===== src/rtl/dma_host_programmer.sv =====
// Host-side sequencer: programs an 8237A-style DMA through IOW writes, then grants the bus on HRQ until EOP.
// Optional build macro DMA_HOST_MEM2MEM_EN adds the two destination-address writes.
module dma_host_programmer #(
    parameter int unsigned HLDA_DELAY = 2
) (
    input  logic        clk,
    input  logic        reset,
    input  logic        start,
    input  logic [1:0]  channel,
    input  logic [7:0]  cmd_in,
    input  logic [7:0]  mode_in,
    input  logic [15:0] src_addr,
    input  logic [15:0] dst_addr,
    input  logic [15:0] count,
    input  logic        HRQ,
    input  logic        EOP,
    output logic        IOW,
    output logic [3:0]  address_A_in,
    output logic [7:0]  DMA_data_bus_in,
    output logic        HLDA,
    output logic        busy,
    output logic        done
);
    localparam int unsigned CNT_W = 4;
    localparam int unsigned IDX_W = 4;
    localparam int unsigned WR_W  = 12;
`ifdef DMA_HOST_MEM2MEM_EN
    localparam int unsigned NUM_WR = 10;
`else
    localparam int unsigned NUM_WR = 8;
`endif

    typedef enum logic [2:0] {
        S_IDLE, S_SETUP, S_STROBE, S_HOLD_WAIT, S_GRANT, S_RELEASE
    } state_e;

    typedef struct packed {
        logic [1:0]  ch;
        logic [7:0]  cmd;
        logic [5:0]  mode_hi;
        logic [15:0] src;
`ifdef DMA_HOST_MEM2MEM_EN
        logic [15:0] dst;
`endif
        logic [15:0] cnt;
    } desc_t;

    state_e           state_q, state_d;
    logic [IDX_W-1:0] idx_q, idx_d;
    logic [CNT_W-1:0] hold_cnt_q, hold_cnt_d;
    desc_t            desc_q, desc_d;
    logic             accept_c;
    logic [WR_W-1:0]  wr_c;
    logic             iow_d, hlda_d, busy_d, done_d;
    logic [3:0]       addr_d;
    logic [7:0]       data_d;
    logic             iow_q, hlda_q, busy_q, done_q;
    logic [3:0]       addr_q;
    logic [7:0]       data_q;

`ifdef DMA_HOST_MEM2MEM_EN
    logic unused_mode_lo;
    assign unused_mode_lo = ^mode_in[1:0];
`else
    logic unused_inputs;
    assign unused_inputs = ^{dst_addr, mode_in[1:0]};
`endif

    // {address, data} of write k of the programming sequence
    function automatic logic [WR_W-1:0] wr_entry(input logic [IDX_W-1:0] k, input desc_t d);
        logic [3:0]      base_a;
        logic [WR_W-1:0] e;
        base_a = {1'b0, d.ch, 1'b0};
        e      = '0;
        case (k)
            IDX_W'(0): e = {4'd12, 8'h00};
            IDX_W'(1): e = {4'd8, d.cmd};
            IDX_W'(2): e = {4'd11, d.mode_hi, d.ch};
            IDX_W'(3): e = {base_a, d.src[7:0]};
            IDX_W'(4): e = {base_a, d.src[15:8]};
            IDX_W'(5): e = {base_a | 4'd1, d.cnt[7:0]};
            IDX_W'(6): e = {base_a | 4'd1, d.cnt[15:8]};
`ifdef DMA_HOST_MEM2MEM_EN
            IDX_W'(7): e = {4'd2, d.dst[7:0]};
            IDX_W'(8): e = {4'd2, d.dst[15:8]};
            IDX_W'(9): e = {4'd10, 6'b0, d.ch};
`else
            IDX_W'(7): e = {4'd10, 6'b0, d.ch};
`endif
            default:   e = '0;
        endcase
        return e;
    endfunction

    always_ff @(posedge clk or negedge reset) begin
        if (!reset) begin
            state_q    <= S_IDLE;
            idx_q      <= '0;
            hold_cnt_q <= '0;
        end else begin
            state_q    <= state_d;
            idx_q      <= idx_d;
            hold_cnt_q <= hold_cnt_d;
        end
    end

    always_comb begin
        state_d    = state_q;
        idx_d      = idx_q;
        hold_cnt_d = hold_cnt_q;
        accept_c   = 1'b0;
        unique case (state_q)
            S_IDLE: begin
                if (start) begin
                    accept_c   = 1'b1;
                    idx_d      = '0;
                    hold_cnt_d = '0;
                    state_d    = S_SETUP;
                end
            end
            S_SETUP:  state_d = S_STROBE;
            S_STROBE: begin
                idx_d   = idx_q + IDX_W'(1);
                state_d = (idx_q == IDX_W'(NUM_WR - 1)) ? S_HOLD_WAIT : S_SETUP;
            end
            // grant once HRQ has been seen high for HLDA_DELAY consecutive cycles
            S_HOLD_WAIT: begin
                if (!HRQ) begin
                    hold_cnt_d = '0;
                end else if (hold_cnt_q + CNT_W'(1) == CNT_W'(HLDA_DELAY)) begin
                    hold_cnt_d = '0;
                    state_d    = S_GRANT;
                end else begin
                    hold_cnt_d = hold_cnt_q + CNT_W'(1);
                end
            end
            S_GRANT:   if (EOP || !HRQ) state_d = S_RELEASE;
            S_RELEASE: state_d = S_IDLE;
            default:   state_d = S_IDLE;
        endcase
    end

    always_comb begin
        iow_d  = 1'b0;
        addr_d = '0;
        data_d = '0;
        hlda_d = 1'b0;
        busy_d = 1'b0;
        done_d = 1'b0;
        wr_c   = wr_entry(idx_q, desc_q);
        unique case (state_q)
            S_SETUP: begin
                {addr_d, data_d} = wr_c;
                busy_d           = 1'b1;
            end
            S_STROBE: begin
                {addr_d, data_d} = wr_c;
                iow_d            = 1'b1;
                busy_d           = 1'b1;
            end
            S_HOLD_WAIT: busy_d = 1'b1;
            S_GRANT: begin
                hlda_d = 1'b1;
                busy_d = 1'b1;
            end
            S_RELEASE: done_d = 1'b1;
            default: ;
        endcase
    end

    always_comb begin
        desc_d         = '0;
        desc_d.ch      = channel;
        desc_d.cmd     = cmd_in;
        desc_d.mode_hi = mode_in[7:2];
        desc_d.src     = src_addr;
`ifdef DMA_HOST_MEM2MEM_EN
        desc_d.dst     = dst_addr;
`endif
        desc_d.cnt     = count;
    end

    always_ff @(posedge clk or negedge reset) begin
        if (!reset) begin
            desc_q <= '0;
        end else if (accept_c) begin
            desc_q <= desc_d;
        end
    end

    always_ff @(posedge clk or negedge reset) begin
        if (!reset) begin
            iow_q  <= 1'b0;
            addr_q <= '0;
            data_q <= '0;
            hlda_q <= 1'b0;
            busy_q <= 1'b0;
            done_q <= 1'b0;
        end else begin
            iow_q  <= iow_d;
            addr_q <= addr_d;
            data_q <= data_d;
            hlda_q <= hlda_d;
            busy_q <= busy_d;
            done_q <= done_d;
        end
    end

    assign IOW             = iow_q;
    assign address_A_in    = addr_q;
    assign DMA_data_bus_in = data_q;
    assign HLDA            = hlda_q;
    assign busy            = busy_q;
    assign done            = done_q;
endmodule


===== config.mk =====
export PLATFORM = sky130hd
export DESIGN_NAME = dma_host_programmer
export DESIGN_NICKNAME = d
export VERILOG_FILES = /design/src/rtl/dma_host_programmer.sv
export SDC_FILE = /design/constraint.sdc
export NUM_CORES = 1
export LEC_CHECK = 0
export ABC_AREA = 1
export BUFFER_PORTS_ARGS = -buffer_cell sky130_fd_sc_hd__buf_2
export CAP_MARGIN = 20
export CELL_PAD_IN_SITES_DETAIL_PLACEMENT = 1
export CELL_PAD_IN_SITES_GLOBAL_PLACEMENT = 2
export CORE_MARGIN = 1.5
export CORE_UTILIZATION = 30
export CTS_CLUSTER_DIAMETER = 200
export DETAILED_ROUTE_END_ITERATION = 16
export PLACE_DENSITY = 0.87
export SLEW_MARGIN = 20
export SYNTH_ARGS = -nofsm -noshare
export SYNTH_HDL_FRONTEND = slang
export SYNTH_SLANG_ARGS = --single-unit

===== constraint.sdc =====
create_clock -name clk -period 1.5 [get_ports clk]
set_input_delay 0 -clock clk [delete_from_list [all_inputs] [get_ports clk]]
set_output_delay 0 -clock clk [all_outputs]
set_load 0.01 [all_outputs]

==> results.sh, run 1 <==
export IMPL_cp_arrival_ns=1.66
export IMPL_yosysSeqAreaShare=0.5517
export IMPL_avgViaCountPerCell=4.607
export IMPL_syn2layout_area_growth_pct=42.88
export IMPL_r2r_start="idx_q[1]$_DFFE_PN0P_"
export IMPL_cts_buffers=9
export IMPL_hold_path_end="state_q[2]$_DFFE_PN0P_"
export IMPL_crit_required_ns=1.72
export IMPL_critPathBufInv=2
export IMPL_ys_seq_elements=75
export IMPL_fillerInstances=1322
export IMPL_hold_depth=5
export IMPL_cts_buffer_depth=2
export IMPL_die_x_um=109.5
export IMPL_finalSetupViolCount=0
export IMPL_core_rowCount=38
export IMPL_drive_gt1_frac=0.2218
export IMPL_ios=87
export IMPL_port_buffers=68
export IMPL_end_kind="flop"
export IMPL_final_common_cell="nand2_1"
export IMPL_placed_cells=639
export IMPL_cp_max_fo=5
export IMPL_nNetsFinal=640
export IMPL_gp_congestion=0.7705
export IMPL_grt_pass1_vias=3500
export IMPL_maxCapViolations=0
export IMPL_cts_htree_levels=3
export IMPL_wirelength_um=10440
export IMPL_synth_nets=509
export IMPL_tritoncts="yes"
export IMPL_dpl_hpwl_um=6727
export IMPL_period_minus_slack_ns=1.438
export IMPL_antenna_found_initial=0
export IMPL_peakVddDrop_mv=0.7393
export IMPL_skew_ns=0.006255
export IMPL_drv_slew=0
export IMPL_reg2regPathDepth=8
export IMPL_die_y_um=109.5
export IMPL_syn_area_sq_um=3402
export IMPL_drc=0
export IMPL_ctsRootBufferMaster="clkbuf_16"
export IMPL_slew_headroom=0.7165
export IMPL_critical_path_class="flop to flop"
export IMPL_initial_core_util=0.3111
export IMPL_dieArea_sq_um=11990
export IMPL_gr_usage_all_layers=0.1867
export IMPL_synthCells=432
export IMPL_drt_iter0_markers=91
export IMPL_antenna_cells=0
export IMPL_coreArea_sq_um=10940
export IMPL_p_per_area_nw_per_um2=1828
export IMPL_grt_max_degree=48
export IMPL_r2r_end="DMA_data_bus_in[4]$_DFF_PN0_"
export IMPL_antenna_left=0
export IMPL_clk_pin_slew_ns=0.06
export IMPL_synth_warnings=0
export IMPL_ff_latch_area_sq_um=1879
export IMPL_crit_chain="buf_6 > ha_4 > nand3_4 > clkinvlp_4 > nand2_1 > nand3_2 > nor2_1 > nor2_1"
export IMPL_slowest_stage="dfrtp_1"
export IMPL_cpLargestDelayFamily="simple AND/OR/NAND/NOR gates"
export IMPL_multi_input_comb_area_sq_um=1420
export IMPL_status="finished clean"
export IMPL_tightest_slew_ns=0.4252
export IMPL_start_kind="flop"
export IMPL_wl_per_cell_um=14.74
export IMPL_min_from="EOP"
export IMPL_finalCritPeriodShare=0.9587
export IMPL_slowest_delay_ns=0.41
export IMPL_p_leak_nw=2.596
export IMPL_finalSetupTns_ns=0
export IMPL_grt_setup_unrepaired="true"
export IMPL_ys_types=23
export IMPL_synth_avg_cell_area_sq_um=7.875
export IMPL_vias=3262
export IMPL_clock_sinks=75
export IMPL_cp_common_cell="nor2_1"
export IMPL_clock_latency_ns=0.33
export IMPL_reg2reg_slack_ns=0.06
export IMPL_firstDrtPassIters=4
export IMPL_max_freq_ghz=0.6954
export IMPL_hold_class="input pin to flop"
export IMPL_grt_pass1_wl_um=16990
export IMPL_layout_common_cells="nand2_1, dfrtp_1, buf_2"
export IMPL_fin_cells=708
export IMPL_hold_violations=0
export IMPL_final_util=0.4445
export IMPL_grt_overflow=0
## cell families after synthesis
kind of cell / Yosys count / share of synthesized area
simple gates: 288 / 0.3391
flops: 75 / 0.5517
buf+inv: 41 / 0.05149
compound gates: 21 / 0.03310
fa+ha+maj: 6 / 0.02207
xor+xnor: 1 / 0.002575
## metal layers
layer	GRT usage	up-vias	wire (um)
met5	0	-	0
met4	0.06401	0	150
met3	0.03082	13	380
met2	0.3314	64	5424
met1	0.2285	1592	4481
li1	-	1593	-
## worst register-to-register path, delay by kind of cell (launching register included)
kind,cells,cell delay (ns)
AND/OR/NAND/NOR,5,0.45
flip-flops,1,0.41
buffers and inverters,2,0.30
adder cells (fa/ha/maj),1,0.17
## worst max-delay path by stage
stage	start	endpoint	slack [ns]	depth (start not counted)
finish	idx_q[1]$_DFFE_PN0P_	DMA_data_bus_in[4]$_DFF_PN0_	0.06	8
global route	idx_q[0]$_DFFE_PN0P_	DMA_data_bus_in[5]$_DFF_PN0_	-0.04	8
floorplan	idx_q[0]$_DFFE_PN0P_	address_A_in[0]$_DFF_PN0_	0.23	6
global placement	idx_q[0]$_DFFE_PN0P_	DMA_data_bus_in[6]$_DFF_PN0_	0.08	8
CTS	idx_q[1]$_DFFE_PN0P_	DMA_data_bus_in[6]$_DFF_PN0_	0.008	8
detailed placement	idx_q[0]$_DFFE_PN0P_	DMA_data_bus_in[2]$_DFF_PN0_	-0.002	8
## repair_timing
item                       4_1_cts  5_1_grt
setup endpoints to repair        4       13
hold endpoints to repair        76        0
hold buffers                    49        0
gates cloned                     0        2
buffers inserted                 0        2
gates resized for setup          1       23
pin swaps                        0        8
## synthesized netlist by cell type
cell type | count | area (sq um)
inv_2 | 7 | 26.28
nand3_2 | 1 | 10.01
xor2_1 | 1 | 8.760
nand2_1 | 224 | 840.8
buf_4 | 3 | 22.52
a21oi_1 | 7 | 35.03
or2_2 | 1 | 6.260
nor2_1 | 27 | 101.4
nand3b_1 | 1 | 7.510
o21ai_1 | 2 | 10.01
nand4_1 | 1 | 6.260
o21ai_0 | 7 | 35.03
nor3_1 | 1 | 5.000
nand3_1 | 27 | 135.1
dfrtp_1 | 75 | 1877
nor2_4 | 2 | 22.52
nor2_2 | 2 | 12.51
o22ai_1 | 4 | 25.02
nand2_2 | 1 | 6.260
buf_2 | 8 | 40.04
o31ai_1 | 1 | 7.510
ha_1 | 6 | 75.07
inv_1 | 23 | 86.33
## metrics by stage
| stage | setup slack [ns] | area (sq um) | hold WS (ns) | power, mW |
|---|---|---|---|---|
| final | 0.06201 | 4861 | 0.02517 | 8.885 |
| after global placement | 0.07790 | 3958 | -0.04608 | 6.367 |
| after CTS | 0.007538 | 4746 | 0.02235 | 8.780 |
| after global routing | -0.03642 | 4861 | 0.05525 | 9.610 |
| after detailed placement | -0.001988 | 3958 | -0.03480 | 6.499 |
| after floorplan | 0.2334 | 3402 | -0.2956 | 5.353 |
## layout make-up
type / count / share of cell area
tap: 140 / 0.03604
timing repair buffer: 129 / 0.1967
clock inverter: 5 / 0.01081
multi-input combinational: 316 / 0.2921
clock buffer: 11 / 0.04994
sequential: 75 / 0.3866
inverter: 30 / 0.02471
timing repair inverter: 2 / 0.003089
## state kept, by name, summed over array words and instances (netlist names), 3 cells and up
register	cells
desc_q	48
DMA_data_bus_in	8
address_A_in	4
hold_cnt_q	4
idx_q	4
state_q	3
## power breakdown
group | internal, mW | leakage (nW) | switching (mW)
Combinational | 1.25 | 1.49 | 1.96
Clock | 1.32 | 0.145 | 0.824
Sequential | 2.92 | 0.957 | 0.607
Power figures use the tool's default switching activity.
==> inputs of run 2 (changes only) <==
--- a/config.mk
+++ b/config.mk
@@ -15,6 +15,7 @@
 export CTS_CLUSTER_DIAMETER = 200
 export DETAILED_ROUTE_END_ITERATION = 16
 export PLACE_DENSITY = 0.87
+export RECOVER_POWER = 100
 export SLEW_MARGIN = 20
 export SYNTH_ARGS = -nofsm -noshare
 export SYNTH_HDL_FRONTEND = slang
==> results.sh, run 2 (synthesis gave the netlist of run 1 again) <==
export IMPL_ctsRootBufferMaster="clkbuf_16"
export IMPL_finalSetupTns_ns=0
export IMPL_design_area_sq_um=4827
export IMPL_tightest_slew_ns=0.8012
export IMPL_crit_required_ns=1.72
export IMPL_grt_overflow=0
export IMPL_cp_arrival_ns=1.67
export IMPL_gr_usage_all_layers=0.1867
export IMPL_drt_iter0_markers=90
export IMPL_ios=87
export IMPL_drv_slew=0
export IMPL_status="finished clean"
export IMPL_antenna_left=0
export IMPL_peakVddDrop_mv=0.7232
export IMPL_slew_headroom=0.4659
export IMPL_syn2layout_area_growth_pct=41.89
export IMPL_gp_congestion=0.7705
export IMPL_critical_path_class="flop to flop"
export IMPL_tritoncts="yes"
export IMPL_whs_ns=0.02543
export IMPL_grt_max_degree=48
export IMPL_fin_cells=708
export IMPL_firstDrtPassIters=4
export IMPL_wl_per_cell_um=14.77
export IMPL_final_common_cell="nand2_1"
export IMPL_dieArea_sq_um=11990
export IMPL_clock_sinks=75
export IMPL_die_y_um=109.5
export IMPL_placed_area_sq_um=3958
export IMPL_slowest_delay_ns=0.41
export IMPL_grt_pass1_wl_um=16990
export IMPL_grt_setup_unrepaired="true"
export IMPL_cts_buffer_depth=2
export IMPL_cts_htree_levels=3
export IMPL_start_kind="flop"
export IMPL_die_x_um=109.5
export IMPL_drive_gt1_frac=0.1884
export IMPL_core_rowCount=38
export IMPL_cts_buffers=9
export IMPL_nNetsFinal=640
export IMPL_port_buffers=68
export IMPL_p_leak_nw=2.529
export IMPL_period_minus_slack_ns=1.444
export IMPL_maxCapViolations=0
export IMPL_initial_core_util=0.3111
export IMPL_hold_class="input pin to flop"
export IMPL_hold_violations=0
export IMPL_antenna_found_initial=0
export IMPL_drc=0
export IMPL_hold_depth=5
export IMPL_coreArea_sq_um=10940
export IMPL_avgViaCountPerCell=4.596
export IMPL_clk_pin_slew_ns=0.06
export IMPL_layout_common_cells="nand2_1, dfrtp_1, buf_2"
export IMPL_end_kind="flop"
export IMPL_crit_chain="buf_6 > ha_4 > nand3_4 > clkinvlp_4 > nand2_1 > nand3_2 > nor2_1 > nor2_1"
export IMPL_antenna_cells=0
export IMPL_slowest_stage="dfrtp_1"
export IMPL_total_power_mw=8.836
export IMPL_cp_max_fo=5
export IMPL_reg2regPathDepth=8
export IMPL_finalCritPeriodShare=0.9629
export IMPL_skew_ns=0.005940
export IMPL_cp_common_cell="nor2_1"
export IMPL_placed_cells=639
export IMPL_top_register="desc_q"
export IMPL_largest_reg_flops=48
export IMPL_clock_latency_ns=0.33
export IMPL_vias=3254
export IMPL_grt_pass1_vias=3500
export IMPL_wirelength_um=10450
export IMPL_max_freq_ghz=0.6924
export IMPL_fillerInstances=1332
export IMPL_dpl_hpwl_um=6727
export IMPL_finalSetupViolCount=0
export IMPL_p_per_area_nw_per_um2=1830
[run 2: cell types whose count changed in the layout (fill, tap and decap cells not counted), sizes merged]
cell    before  now
buf         80   63
clkbuf      11   28
[run 2: critical path: cells and delay by family (launching register included)]
| kind | cells | cell delay [ns] |
|---|---|---|
| and+or+nand+nor | 5 | 0.45 |
| DFF | 1 | 0.41 |
| buffers and inverters | 2 | 0.31 |
| adders and majority gates | 1 | 0.17 |
[run 2: timing repair]
action                     in CTS  in global routing
gates resized for setup         1                 23
setup endpoints to repair       4                 13
pin swaps                       0                  8
hold endpoints to repair       76                  0
cloned                          0                  2
setup buffers                   0                  2
hold buffers                   49                  0
[run 2: where the power goes]
part | internal, mW | switching (mW) | total [mW]
sequential | 2.92 | 0.610 | 3.53
combinational | 1.19 | 1.96 | 3.15
clock | 1.32 | 0.828 | 2.15
total | 5.44 | 3.40 | 8.84
[run 2: final cells by class]
type | count | area [sq um] | area share
clock buffer | 11 | 242.7 | 0.05029
multi-input combinational | 316 | 1418 | 0.2937
clock inverter | 5 | 52.55 | 0.01089
tap | 140 | 175.2 | 0.03629
sequential | 75 | 1879 | 0.3893
inverter | 30 | 120.1 | 0.02488
timing repair inverter | 2 | 15.01 | 0.003110
timing repair buffer | 129 | 924.6 | 0.1916
[run 2: worst paths after layout]
| kind | start | endpoint | slack, ns |
|---|---|---|---|
| worst max-delay path | idx_q[1]$_DFFE_PN0P_ | DMA_data_bus_in[4]$_DFF_PN0_ | 0.06 |
| worst min-delay path | EOP | state_q[2]$_DFFE_PN0P_ | 0.03 |
| worst max register to register | idx_q[1]$_DFFE_PN0P_ | DMA_data_bus_in[4]$_DFF_PN0_ | 0.06 |
| worst min register to register | desc_q[22]$_DFFE_PN0P_ | desc_q[22]$_DFFE_PN0P_ | 0.48 |
| max in group asynchronous | reset | desc_q[1]$_DFFE_PN0P_ | 0.29 |
| min in group asynchronous | reset | desc_q[44]$_DFFE_PN0P_ | 0.29 |
[run 2: metal layers]
layer,routed length (um),global-route usage
met5,0,0
met4,126,0.06401
met3,348,0.03082
met2,5449,0.3314
met1,4529,0.2285
[run 2: per-stage QoR]
step	worst slack, ns	utilization
after floorplan	0.2334	-
after global routing	-0.03642	0.4414
final	0.05568	0.4414
after global placement	0.07790	0.3619
after detailed placement	-0.001988	0.3619
after CTS	0.007538	0.4340
